==> src/rtl/fgen_pkg.sv <==
// Shared constants, FSM encoding and small helpers for the waveform generator front end.
package fgen_pkg;

  localparam int FW = 24;
  localparam int unsigned CLK_HZ = 50_000_000;
  localparam int unsigned CYCLES_PER_MS = CLK_HZ / 1000;

  localparam int unsigned DEBOUNCE_MS = 20;
  localparam int unsigned HOLD_MS = 500;
  localparam int unsigned REPEAT_MS = 100;

  localparam int unsigned DEBOUNCE_CYCLES_50M = DEBOUNCE_MS * CYCLES_PER_MS;
  localparam int unsigned HOLD_CYCLES_50M = HOLD_MS * CYCLES_PER_MS;
  localparam int unsigned REPEAT_CYCLES_50M = REPEAT_MS * CYCLES_PER_MS;

  typedef logic [2:0] fsm_state_t;
  localparam fsm_state_t IDLE = 3'd0;
  localparam fsm_state_t STEP_UP = 3'd1;
  localparam fsm_state_t STEP_DN = 3'd2;
  localparam fsm_state_t HOLD = 3'd3;
  localparam fsm_state_t REPEAT = 3'd4;
  localparam fsm_state_t LOCKED = 3'd5;

  // Button pair is always ordered {plus, minus}.
  localparam logic [1:0] PAIR_NONE = 2'b00;
  localparam logic [1:0] PAIR_PLUS = 2'b10;
  localparam logic [1:0] PAIR_MINUS = 2'b01;
  localparam logic [1:0] PAIR_BOTH = 2'b11;

  function automatic int unsigned max3(input int unsigned a, input int unsigned b,
                                       input int unsigned c);
    int unsigned m;
    m = (a > b) ? a : b;
    return (m > c) ? m : c;
  endfunction

  function automatic int unsigned cnt_width(input int unsigned max_count);
    if (max_count < 1) return 1;
    return $clog2(max_count + 1);
  endfunction

endpackage

==> src/rtl/btn_sync_debounce.sv <==
// Two-flop synchroniser and stability counter for the {plus, minus} button pair.
// pair_valid rises the first time any pair has been accepted since reset.
module btn_sync_debounce
  import fgen_pkg::*;
#(
  parameter int unsigned DEBOUNCE_CYCLES = DEBOUNCE_CYCLES_50M,
  parameter int unsigned CW = cnt_width(DEBOUNCE_CYCLES)
) (
  input  logic       clk,
  input  logic       reset,
  input  logic [1:0] raw,
  output logic [1:0] pair,
  output logic       pair_valid
);

  localparam logic [CW-1:0] DEB_C = CW'(DEBOUNCE_CYCLES);
  localparam logic [CW-1:0] ONE = CW'(1);

  logic [1:0] sync1;
  logic [1:0] sync2;
  logic [1:0] cand;
  logic [CW-1:0] cnt;
  logic [CW-1:0] cnt_next;

  // cnt holds the number of consecutive identical samples, so a change restarts it at 1.
  always_comb begin
    cnt_next = cnt;
    if (sync2 != cand) cnt_next = ONE;
    else if (cnt < DEB_C) cnt_next = cnt + ONE;
  end

  always_ff @(posedge clk) begin
    if (reset) begin
      sync1 <= 2'b00;
      sync2 <= 2'b00;
      cand <= 2'b00;
      cnt <= '0;
      pair <= PAIR_NONE;
      pair_valid <= 1'b0;
    end else begin
      sync1 <= raw;
      sync2 <= sync1;
      cand <= sync2;
      cnt <= cnt_next;
      if (cnt_next >= DEB_C) begin
        pair <= sync2;
        pair_valid <= 1'b1;
      end
    end
  end

endmodule

==> src/rtl/freq_step_ctrl.sv <==
// Push-button front end: debounced single step plus auto-repeat on a saturating
// frequency tuning word consumed by the phase accumulator.
module freq_step_ctrl
  import fgen_pkg::*;
#(
  parameter int unsigned FW = fgen_pkg::FW,
  parameter logic [FW-1:0] STEP = FW'(1024),
  parameter logic [FW-1:0] FW_MIN = FW'(1024),
  parameter logic [FW-1:0] FW_MAX = FW'(8388608),
  parameter logic [FW-1:0] FW_DEFAULT = FW'(65536),
  parameter int unsigned DEBOUNCE_CYCLES = DEBOUNCE_CYCLES_50M,
  parameter int unsigned HOLD_CYCLES = HOLD_CYCLES_50M,
  parameter int unsigned REPEAT_CYCLES = REPEAT_CYCLES_50M
) (
  input  logic          sysclk,
  input  logic          reset,
  input  logic          Bt_Plus,
  input  logic          Bt_Minus,
  output logic [FW-1:0] freq_word,
  output logic          freq_update,
  output logic          at_min,
  output logic          at_max
);

  if (FW_MIN > FW_DEFAULT || FW_DEFAULT > FW_MAX || STEP == '0) begin : g_param_check
    $error("freq_step_ctrl: need FW_MIN <= FW_DEFAULT <= FW_MAX and STEP >= 1");
  end

  localparam int unsigned CW = cnt_width(max3(DEBOUNCE_CYCLES, HOLD_CYCLES, REPEAT_CYCLES));
  localparam logic [CW-1:0] HOLD_C = CW'(HOLD_CYCLES);
  localparam logic [CW-1:0] REPEAT_C = CW'(REPEAT_CYCLES);
  localparam logic [CW-1:0] ONE = CW'(1);

  logic [1:0] pair;
  logic pair_valid;
  fsm_state_t state;
  fsm_state_t state_next;
  logic armed;
  logic dir_up;
  logic [1:0] dir_pair;
  logic [CW-1:0] timer;
  logic step_en;
  logic load_hold;
  logic load_repeat;
  logic [FW:0] sum_up;
  logic [FW:0] dec_floor;
  logic [FW-1:0] inc_word;
  logic [FW-1:0] dec_word;
  logic [FW-1:0] new_word;
  logic changed;

  btn_sync_debounce #(
    .DEBOUNCE_CYCLES(DEBOUNCE_CYCLES),
    .CW(CW)
  ) u_debounce (
    .clk(sysclk),
    .reset(reset),
    .raw({Bt_Plus, Bt_Minus}),
    .pair(pair),
    .pair_valid(pair_valid)
  );

  assign dir_pair = dir_up ? PAIR_PLUS : PAIR_MINUS;

  always_ff @(posedge sysclk) begin
    if (reset) state <= IDLE;
    else state <= state_next;
  end

  always_comb begin
    state_next = state;
    case (state)
      IDLE: begin
        if (armed) begin
          case (pair)
            PAIR_PLUS: state_next = STEP_UP;
            PAIR_MINUS: state_next = STEP_DN;
            PAIR_BOTH: state_next = LOCKED;
            default: state_next = IDLE;
          endcase
        end
      end
      STEP_UP, STEP_DN: state_next = HOLD;
      HOLD, REPEAT: begin
        // Any change away from the held button wins over a step due this cycle.
        if (pair != dir_pair) state_next = (pair == PAIR_BOTH) ? LOCKED : IDLE;
        else if (timer == '0) state_next = REPEAT;
      end
      LOCKED: if (pair == PAIR_NONE) state_next = IDLE;
      default: state_next = IDLE;
    endcase
  end

  always_comb begin
    step_en = 1'b0;
    load_hold = 1'b0;
    load_repeat = 1'b0;
    case (state)
      STEP_UP, STEP_DN: begin
        step_en = 1'b1;
        load_hold = 1'b1;
      end
      HOLD, REPEAT: begin
        if (pair == dir_pair && timer == '0) begin
          step_en = 1'b1;
          load_repeat = 1'b1;
        end
      end
      default: ;
    endcase
  end

  // armed stays low after reset until a released pair has really been accepted,
  // so a button still held through reset cannot start a step.
  always_ff @(posedge sysclk) begin
    if (reset) begin
      armed <= 1'b0;
      dir_up <= 1'b0;
      timer <= '0;
    end else begin
      armed <= armed | (pair_valid & (pair == PAIR_NONE));
      if (state_next == STEP_UP) dir_up <= 1'b1;
      else if (state_next == STEP_DN) dir_up <= 1'b0;
      if (load_hold) timer <= HOLD_C;
      else if (load_repeat) timer <= REPEAT_C;
      else if (timer != '0) timer <= timer - ONE;
    end
  end

  always_comb begin
    sum_up = {1'b0, freq_word} + {1'b0, STEP};
    dec_floor = {1'b0, FW_MIN} + {1'b0, STEP};
    inc_word = (sum_up > {1'b0, FW_MAX}) ? FW_MAX : sum_up[FW-1:0];
    dec_word = ({1'b0, freq_word} < dec_floor) ? FW_MIN : (freq_word - STEP);
    new_word = dir_up ? inc_word : dec_word;
    changed = step_en && (new_word != freq_word);
  end

  always_ff @(posedge sysclk) begin
    if (reset) begin
      freq_word <= FW_DEFAULT;
      freq_update <= 1'b0;
      at_min <= (FW_DEFAULT == FW_MIN);
      at_max <= (FW_DEFAULT == FW_MAX);
    end else begin
      freq_update <= changed;
      if (changed) begin
        freq_word <= new_word;
        at_min <= (new_word == FW_MIN);
        at_max <= (new_word == FW_MAX);
      end
    end
  end

endmodule

==> config.mk <==
export PLATFORM = sky130hd
export DESIGN_NAME = freq_step_ctrl
export DESIGN_NICKNAME = d
export VERILOG_FILES = /design/src/rtl/fgen_pkg.sv /design/src/rtl/btn_sync_debounce.sv /design/src/rtl/freq_step_ctrl.sv
export SDC_FILE = /design/constraint.sdc
export NUM_CORES = 1
export LEC_CHECK = 0
export ABC_AREA = 1
export CORE_UTILIZATION = 45
export CTS_CLUSTER_DIAMETER = 150
export DETAILED_ROUTE_END_ITERATION = 6
export GPL_TIMING_DRIVEN = 0
export HOLD_SLACK_MARGIN = 0.02
export PLACE_DENSITY = 0.62
export RECOVER_POWER = 25
export SLEW_MARGIN = 40
export SYNTH_ARGS = -nofsm -noshare
export SYNTH_HDL_FRONTEND = slang
export SYNTH_SLANG_ARGS = --single-unit
==> constraint.sdc <==
create_clock -name sysclk -period 4.3 [get_ports sysclk]
set_input_delay 0.86 -clock sysclk [delete_from_list [all_inputs] [get_ports sysclk]]
set_output_delay 0.86 -clock sysclk [all_outputs]
set_load 0.05 [all_outputs]
## After elaboration in Yosys (flattened, before gate mapping)

Cells that the tools add are included.

- Flip-flop bits (word level): 91
- Input bits: 4
- Output and inout port bits: 27
- Word-level logic and storage cells: 77

- Add/sub/neg operators: 4
- $lt $le $gt $ge: 4
- Eq/ne operators: 16
- Mux-type cells: 22
- Bitwise operators: 2
- Reductions and logical operators: 13

Operator list:

| cell | number |
|---|---|
| 2-to-1 mux 25 bit | 5 |
| 2-to-1 mux 24 bit | 3 |
| adder 24 x 11 -> 25 bit (second input constant) | 1 |
| adder 25 x 1 -> 25 bit (second input constant) | 1 |
| greater-or-equal comparator 25 x 20 -> 1 bit (second input constant) | 1 |
| greater-than comparator 25 x 24 -> 1 bit (second input constant) | 1 |
| zero test 25 bit | 1 |
| < comparator 25 x 20 -> 1 bit (second input constant) | 1 |
| nonzero test 25 bit | 1 |
| subtractor 25 x 1 -> 25 bit (second input constant) | 1 |
| equality test 24 x 11 -> 1 bit (second input constant) | 1 |
| equality test 24 bit (second input constant) | 1 |
| < comparator 24 x 12 -> 1 bit (second input constant) | 1 |
| != test 24 bit | 1 |
| subtractor 24 x 11 -> 24 bit (second input constant) | 1 |
| 2-to-1 mux 3 bit | 5 |
| case mux 3 bit (4 select lines) | 1 |
| equality test 3 x 2 -> 1 bit (second input constant) | 3 |
| case mux 3 bit (3 select lines) | 1 |
| equality test 3 x 1 -> 1 bit (second input constant) | 2 |
| equality test 3 bit (second input constant) | 2 |
| OR reduction 2 bit | 3 |
| 2-to-1 mux 1 bit | 5 |
| equality test 2 bit (second input constant) | 2 |
| 13 further kinds | 16 |

## Depth between registers and ports, before layout

- Depth after elaboration: 7
- Depth in mapped cells: 24
- Mapped depth without buffers: 22

## Hierarchy

From an unflattened synthesis, not the netlist that was laid out.

- Cell total of the unflattened synthesis: 992
- Area total of the unflattened synthesis: 6,044.5 um2

Modules (own cells, without submodules):

| module | times used | cells each | area an instance (um2) | sequential area each (um2) |
|---|---|---|---|---|
| freq_step_ctrl | 1 | 652 | 3,882.5 | 1,141.1 |
| btn_sync_debounce | 1 | 340 | 2,162.1 | 680.7 |

## Least setup slack after synthesis

Ideal clock, no wire load.

- Path kind: register to register
- Start point: reg freq_word[11]
- End point: reg freq_word[22]
- Library setup time: 0.117 ns
- Arrival time: 2.883 ns
- Required time: 4.183 ns
- Slack: 1.300 ns
- Stages on the path, launching flop included: 23
- Path buffers: 2
- Clock period less this slack: 3.000 ns
- Path through: dfxtp_1 > ha_1 > nand2_1 > nor2_4 > nand2_2 > nor2_4 > nand2_1 > nand2_1 > inv_2 > nor2_1 > nand2_1 > nand2_2 > buf_6 > nand3_1 > nand3_1 > nand2_1 > nor2_1 > nand2_1 > nor2_1 > nand2_2 > buf_4 > a21oi_1 > nor2_1

- Longest elaborated chain between the ends: 6
- Elaborated cells between the ends (all ways): 9
- Classes of those cells: add/sub: 2; order compare: 2; eq/ne: 1; mux: 3; reduce/logical: 1

Ends and longest elaborated chain:

| what | line | text |
|---|---|---|
| from (decl) | freq_step_ctrl.sv:19 | `output logic [FW-1:0] freq_word,` |
| from (signal assigned) | freq_step_ctrl.sv:148 | `freq_word <= new_word;` |
| adder 24 x 11 -> 25 bit | freq_step_ctrl.sv:131 | `sum_up = {1'b0, freq_word} + {1'b0, STEP};` |
| greater-than comparator 25 x 24 -> 1 bit | freq_step_ctrl.sv:133 | `inc_word = (sum_up > {1'b0, FW_MAX}) ? FW_MAX : sum_up[FW-1:0];` |
| 2-to-1 mux 24 bit | freq_step_ctrl.sv:133 |  |
| 2-to-1 mux 24 bit | freq_step_ctrl.sv:135 | `new_word = dir_up ? inc_word : dec_word;` |
| != test 24 bit | freq_step_ctrl.sv:136 | `changed = step_en && (new_word != freq_word);` |
| logical AND 1 bit | freq_step_ctrl.sv:136 |  |

Several ways; a longest one is shown, not always the timed one.
A chain may end at the register's enable or synchronous reset.

## Final worst setup path

- Start point: reg u_debounce.cnt[23]
- End point: reg u_debounce.pair[1]

- Longest elaborated chain between the ends: 4
- Elaborated cells between the ends (all ways): 5
- Classes of those cells: add/sub: 1; order compare: 2; mux: 2

Ends and longest elaborated chain:

| what | line | text |
|---|---|---|
| from (decl) | btn_sync_debounce.sv:22 | `logic [CW-1:0] cnt;` |
| from (signal assigned) | btn_sync_debounce.sv:44 | `cnt <= cnt_next;` |
| adder 25 x 1 -> 25 bit / < comparator 25 x 20 -> 1 bit (equally long branches) | btn_sync_debounce.sv:29 | `else if (cnt < DEB_C) cnt_next = cnt + ONE;` |
| 2-to-1 mux 25 bit (*) | btn_sync_debounce.sv:29 |  |
| 2-to-1 mux 25 bit (*) | btn_sync_debounce.sv:28 | `if (sync2 != cand) cnt_next = ONE;` |
| greater-or-equal comparator 25 x 20 -> 1 bit (*) | btn_sync_debounce.sv:45 | `if (cnt_next >= DEB_C) begin` |
| to (signal assigned) | btn_sync_debounce.sv:46 | `pair <= sync2;` |
| to (decl) | btn_sync_debounce.sv:12 | `output logic [1:0] pair,` |

Mark *: on every way between the ends. The rest lies on a longest branch, timed or not.

==> impl_results.md <==
* Result of the run: finished clean
* Biggest cell delay along the critical path at 640 ps
* Post-CTS repair timing setup buffer count at 0
* Global-route wire length before repair at 25,600 um
* Transition time at the pin with the least slew margin at 712 ps
* Maximum ir drop on the vdd rail at 0.000195 V
* Net count of the finished layout at approximately 1,000
* Clk root buf: clkbuf_16
* Clk Latency, worst-skew pair at 340 ps
* Buffers and inverters on the worst path at 3
* Final HPWL from detailed placement at 11,800 um
* Top-count cell post-synth: nand2_1
* Die height at 115 um
* Count of synthesis-stage warnings from yosys at 0
* Number of buffers created by CTS at 9
* Number of pins with negative max-slew slack in the final report at 0
* Hold-fix buffer count after cts at 0
* Number of global-route vias before repair at ~5,400
* Wire length on met2 at 7410 um
* Data required time of the critical path at 4540 ps
* Power per Cell Area at roughly 520 nW/um2
* Worst reg-to-reg setup slack at 1110 ps
* Critical-path cell list: inv_1, nand3_1, nor3_1, a21boi_0, nand2_1, inv_1, buf_2, nand2_1, nand2_1, nand4_1, nor2_1, nand3_1, a21oi_1, nor2_1
* Routed len/inst at 12.9 um
* Hold Fails Final Rpt at 0
* Standard-cell row count at 41
* Area share of the largest cell type after synthesis at 31.5%
* Number of sinks on the clock net at 91
* Ratio of cells with drive above 1 in the final layout at 5.16%
* First-iteration detailed-routing DRC count at 353
* Leading cell types by total area after synthesis: dfxtp_1 (31%), nand2_1 (15%), nor2_1 (11%)
* All-Layer GR Usage at 24.6%
* Area added between synthesis and finish at 14.9%
* Number of vias in the routed layout at roughly 5,900
* Final ANT Viol Nets at 0
* Worst Setup SP: u_debounce.cnt[23]$_SDFF_PP0_
* Share of the clock period used by the worst path at 74.2%
* Netlist cell types at 39
* Kind of launch point of the worst setup path: register
* Gates resized, CTS repair at 0
* Number of maximum-capacitance constraint violations at 0
* Number of antenna violations at the first check in global routing at 0
* Cell type with the largest total area after synthesis: dfxtp_1
* DR pass1 iterations at 5
* Global route total overflow at 0
* Routed length on met3 at 533 um
* Clock tree from TritonCTS: done
* Crit path DAT at 3430 ps
* Number of I/O port buffers at 30
* Number of cells produced by synthesis at roughly 960
* Fmax at 313 MHz
* Number of standard cells in the layout, taps in and fillers out at 1,179
* Instance count after placement with tap cells included at 1,163
* Leading cell types by count after synthesis: nand2_1 (239), nor2_1 (168), inv_1 (130)
* Start of the worst register-to-register path: u_debounce.cnt[23]$_SDFF_PP0_
* Worst Hold Class: register to register
* Sequential element share of the synthesized area at 31.5%
* Number of antenna cells inserted at 0
* Boundary Pins at 31
* Endpoint class of the critical path: register
* Post-synth EDFFs at 0
* Leakage Power at 0.00309 uW
* Net count after synthesis at between 900 and 1,000
* Die footprint at roughly 13,000 um2
* RSZ-0062 raised after global routing: false
* Starting density of the core at a little under half
* M1 wire length at 7030 um
* Slowest cell on the critical path: a21boi_0
* Clock input transition at the sequential cells of the worst setup and hold paths at about 70 ps
* Setup CP Type: register to register
* Fraction of registers with async set or reset after synthesis at 0%
* Delay-heaviest family, CP: simple AND/OR/NAND/NOR gates
* Netlist Area Pre-Place at 5790 um2
* Mean area per synthesized cell at 6.02 um2
* Routed Wire Length at approximately 15,000 um
* Largest net degree at the start of global routing at 16
* Flops & latches, synth at slightly above 90
* Cell type with the highest occurrence count on the critical path: nand2_1
* Shortest period the worst path allows at roughly 3200 ps
* Final clock skew at 5.46 ps
* Setup TNS at 0 ps
* Core area at between 10,000 and 15,000 um2
* Final setup violating endpoints at 0
* Biggest fanout along the worst timing path at 10
* Max-slew headroom at between 50% and 60%
* Vias per Instance at between 4 and 5
* Highest metal used: met4
* H-tree lvl count at 3
* Prevailing post-synth register cell: dfxtp_1
* Worst Hold Launch: u_debounce.sync1[1]$_SDFF_PP0_
* Die width at ~120 um
* Maximum buffer depth of the clock tree at 2
* DRC violations left at 0
* Placer congestion estimate at 0.893
==> cells in the final DEF, fill, tap and decap left out, drive strengths merged, types with 2 or more instances in the layout <==
| cell type | synthesis | final |
|---|---|---|
| nand3b | 6 | 6 |
| nor3 | 32 | 32 |
| xor2 | 24 | 24 |
| buf | 17 | 14 |
| clkinv | 1 | 2 |
| or2 | 7 | 7 |
| o21ai | 30 | 30 |
| xnor2 | 8 | 8 |
| dfxtp | 91 | 91 |
| a21oi | 39 | 39 |
| dlygate4sd3 | 0 | 2 |
| clkdlybuf4s50 | 0 | 28 |
| nand3 | 103 | 103 |
| ha | 4 | 4 |
| nand2 | 244 | 244 |
| inv | 132 | 133 |
| clkbuf | 14 | 27 |
| a31oi | 2 | 2 |
| a211oi | 2 | 2 |
| bufinv | 0 | 3 |
| nor4 | 6 | 6 |
| nor2 | 172 | 172 |
| nand4 | 18 | 18 |
==> cell families (layout without fill, tap and decap cells) <==
family / Yosys count / count (layout) / share of synthesized area, %
AOI/OAI and AO/OA: 80 / 80 / 7.41
xor gates and xnor gates: 32 / 32 / 4.84
adders and majority gates: 4 / 4 / 0.865
buffers and inverters: 164 / 210 / 11.4
DFF: 91 / 91 / 31.5
and+or+nand+nor: 590 / 590 / 44.0
==> path summary, 6_finish.rpt <==
check | end | cells after the start
setup reg to reg | u_debounce.pair[1]$_SDFFE_PP0P_ | 14
setup / recovery | u_debounce.pair[1]$_SDFFE_PP0P_ | 14
hold reg to reg | u_debounce.sync2[1]$_SDFF_PP0_ | 2
hold / removal | u_debounce.sync2[1]$_SDFF_PP0_ | 2
==> worst min-delay path, cell delays in order (launching register included) <==
cell and delay, ps:
dfxtp_1 300, inv_1 40, nor2_1 30
==> report_power, final <==
| part | internal, uW | switching (uW) |
|---|---|---|
| combinational | 500 | 944 |
| sequential | 974 | 120 |
| clock | 585 | 339 |
| total | 2060 | 1400 |
==> routing by layer <==
metal / GRT usage, % / vias to the layer above
li1: - / 3127
met1: 30.5 / 2607
met2: 43.1 / 98
met3: 4.39 / 21
met4: 7.79 / 0
met5: 0 / -
==> registers in the layout, indices dropped and copies added, names as in the netlist <==
| signal | cells |
|---|---|
| armed | 1 |
| at_max | 1 |
| at_min | 1 |
| dir_up | 1 |
| freq_update | 1 |
| freq_word | 24 |
| state | 3 |
| timer | 25 |
| u_debounce.cand | 2 |
| u_debounce.cnt | 25 |
| u_debounce.pair | 2 |
| u_debounce.pair_valid | 1 |
| u_debounce.sync1 | 2 |
| u_debounce.sync2 | 2 |
==> per-stage QoR <==
step           cell area [um2]  util (%)  hold WS [ps]  setup WS [ps]  total power (uW)
5_1_grt                   6650      52.9           417            743              3760
4_1_cts                   6650      52.9           409           1160              3490
3_3_place_gp              6300      50.2           392           1180              2550
6_report                  6650      52.9           407           1110              3460
3_5_place_dp              6300      50.2           398           1190              2550
2_1_floorplan             5790         -           388           1300              2220
==> cell type report <==
cell class / instances / area (um2)
flip-flops and latches: 91 / 1820
well taps: 172 / 215
clock inverters: 6 / 111
repair buffers: 30 / 300
plain buffers: 31 / 160
multi-input cells: 706 / 3310
fillers: 1335 / 5920
inverters: 133 / 499
clock buffers: 10 / 239
No activity file was read; power rests on OpenSTA's default activity.
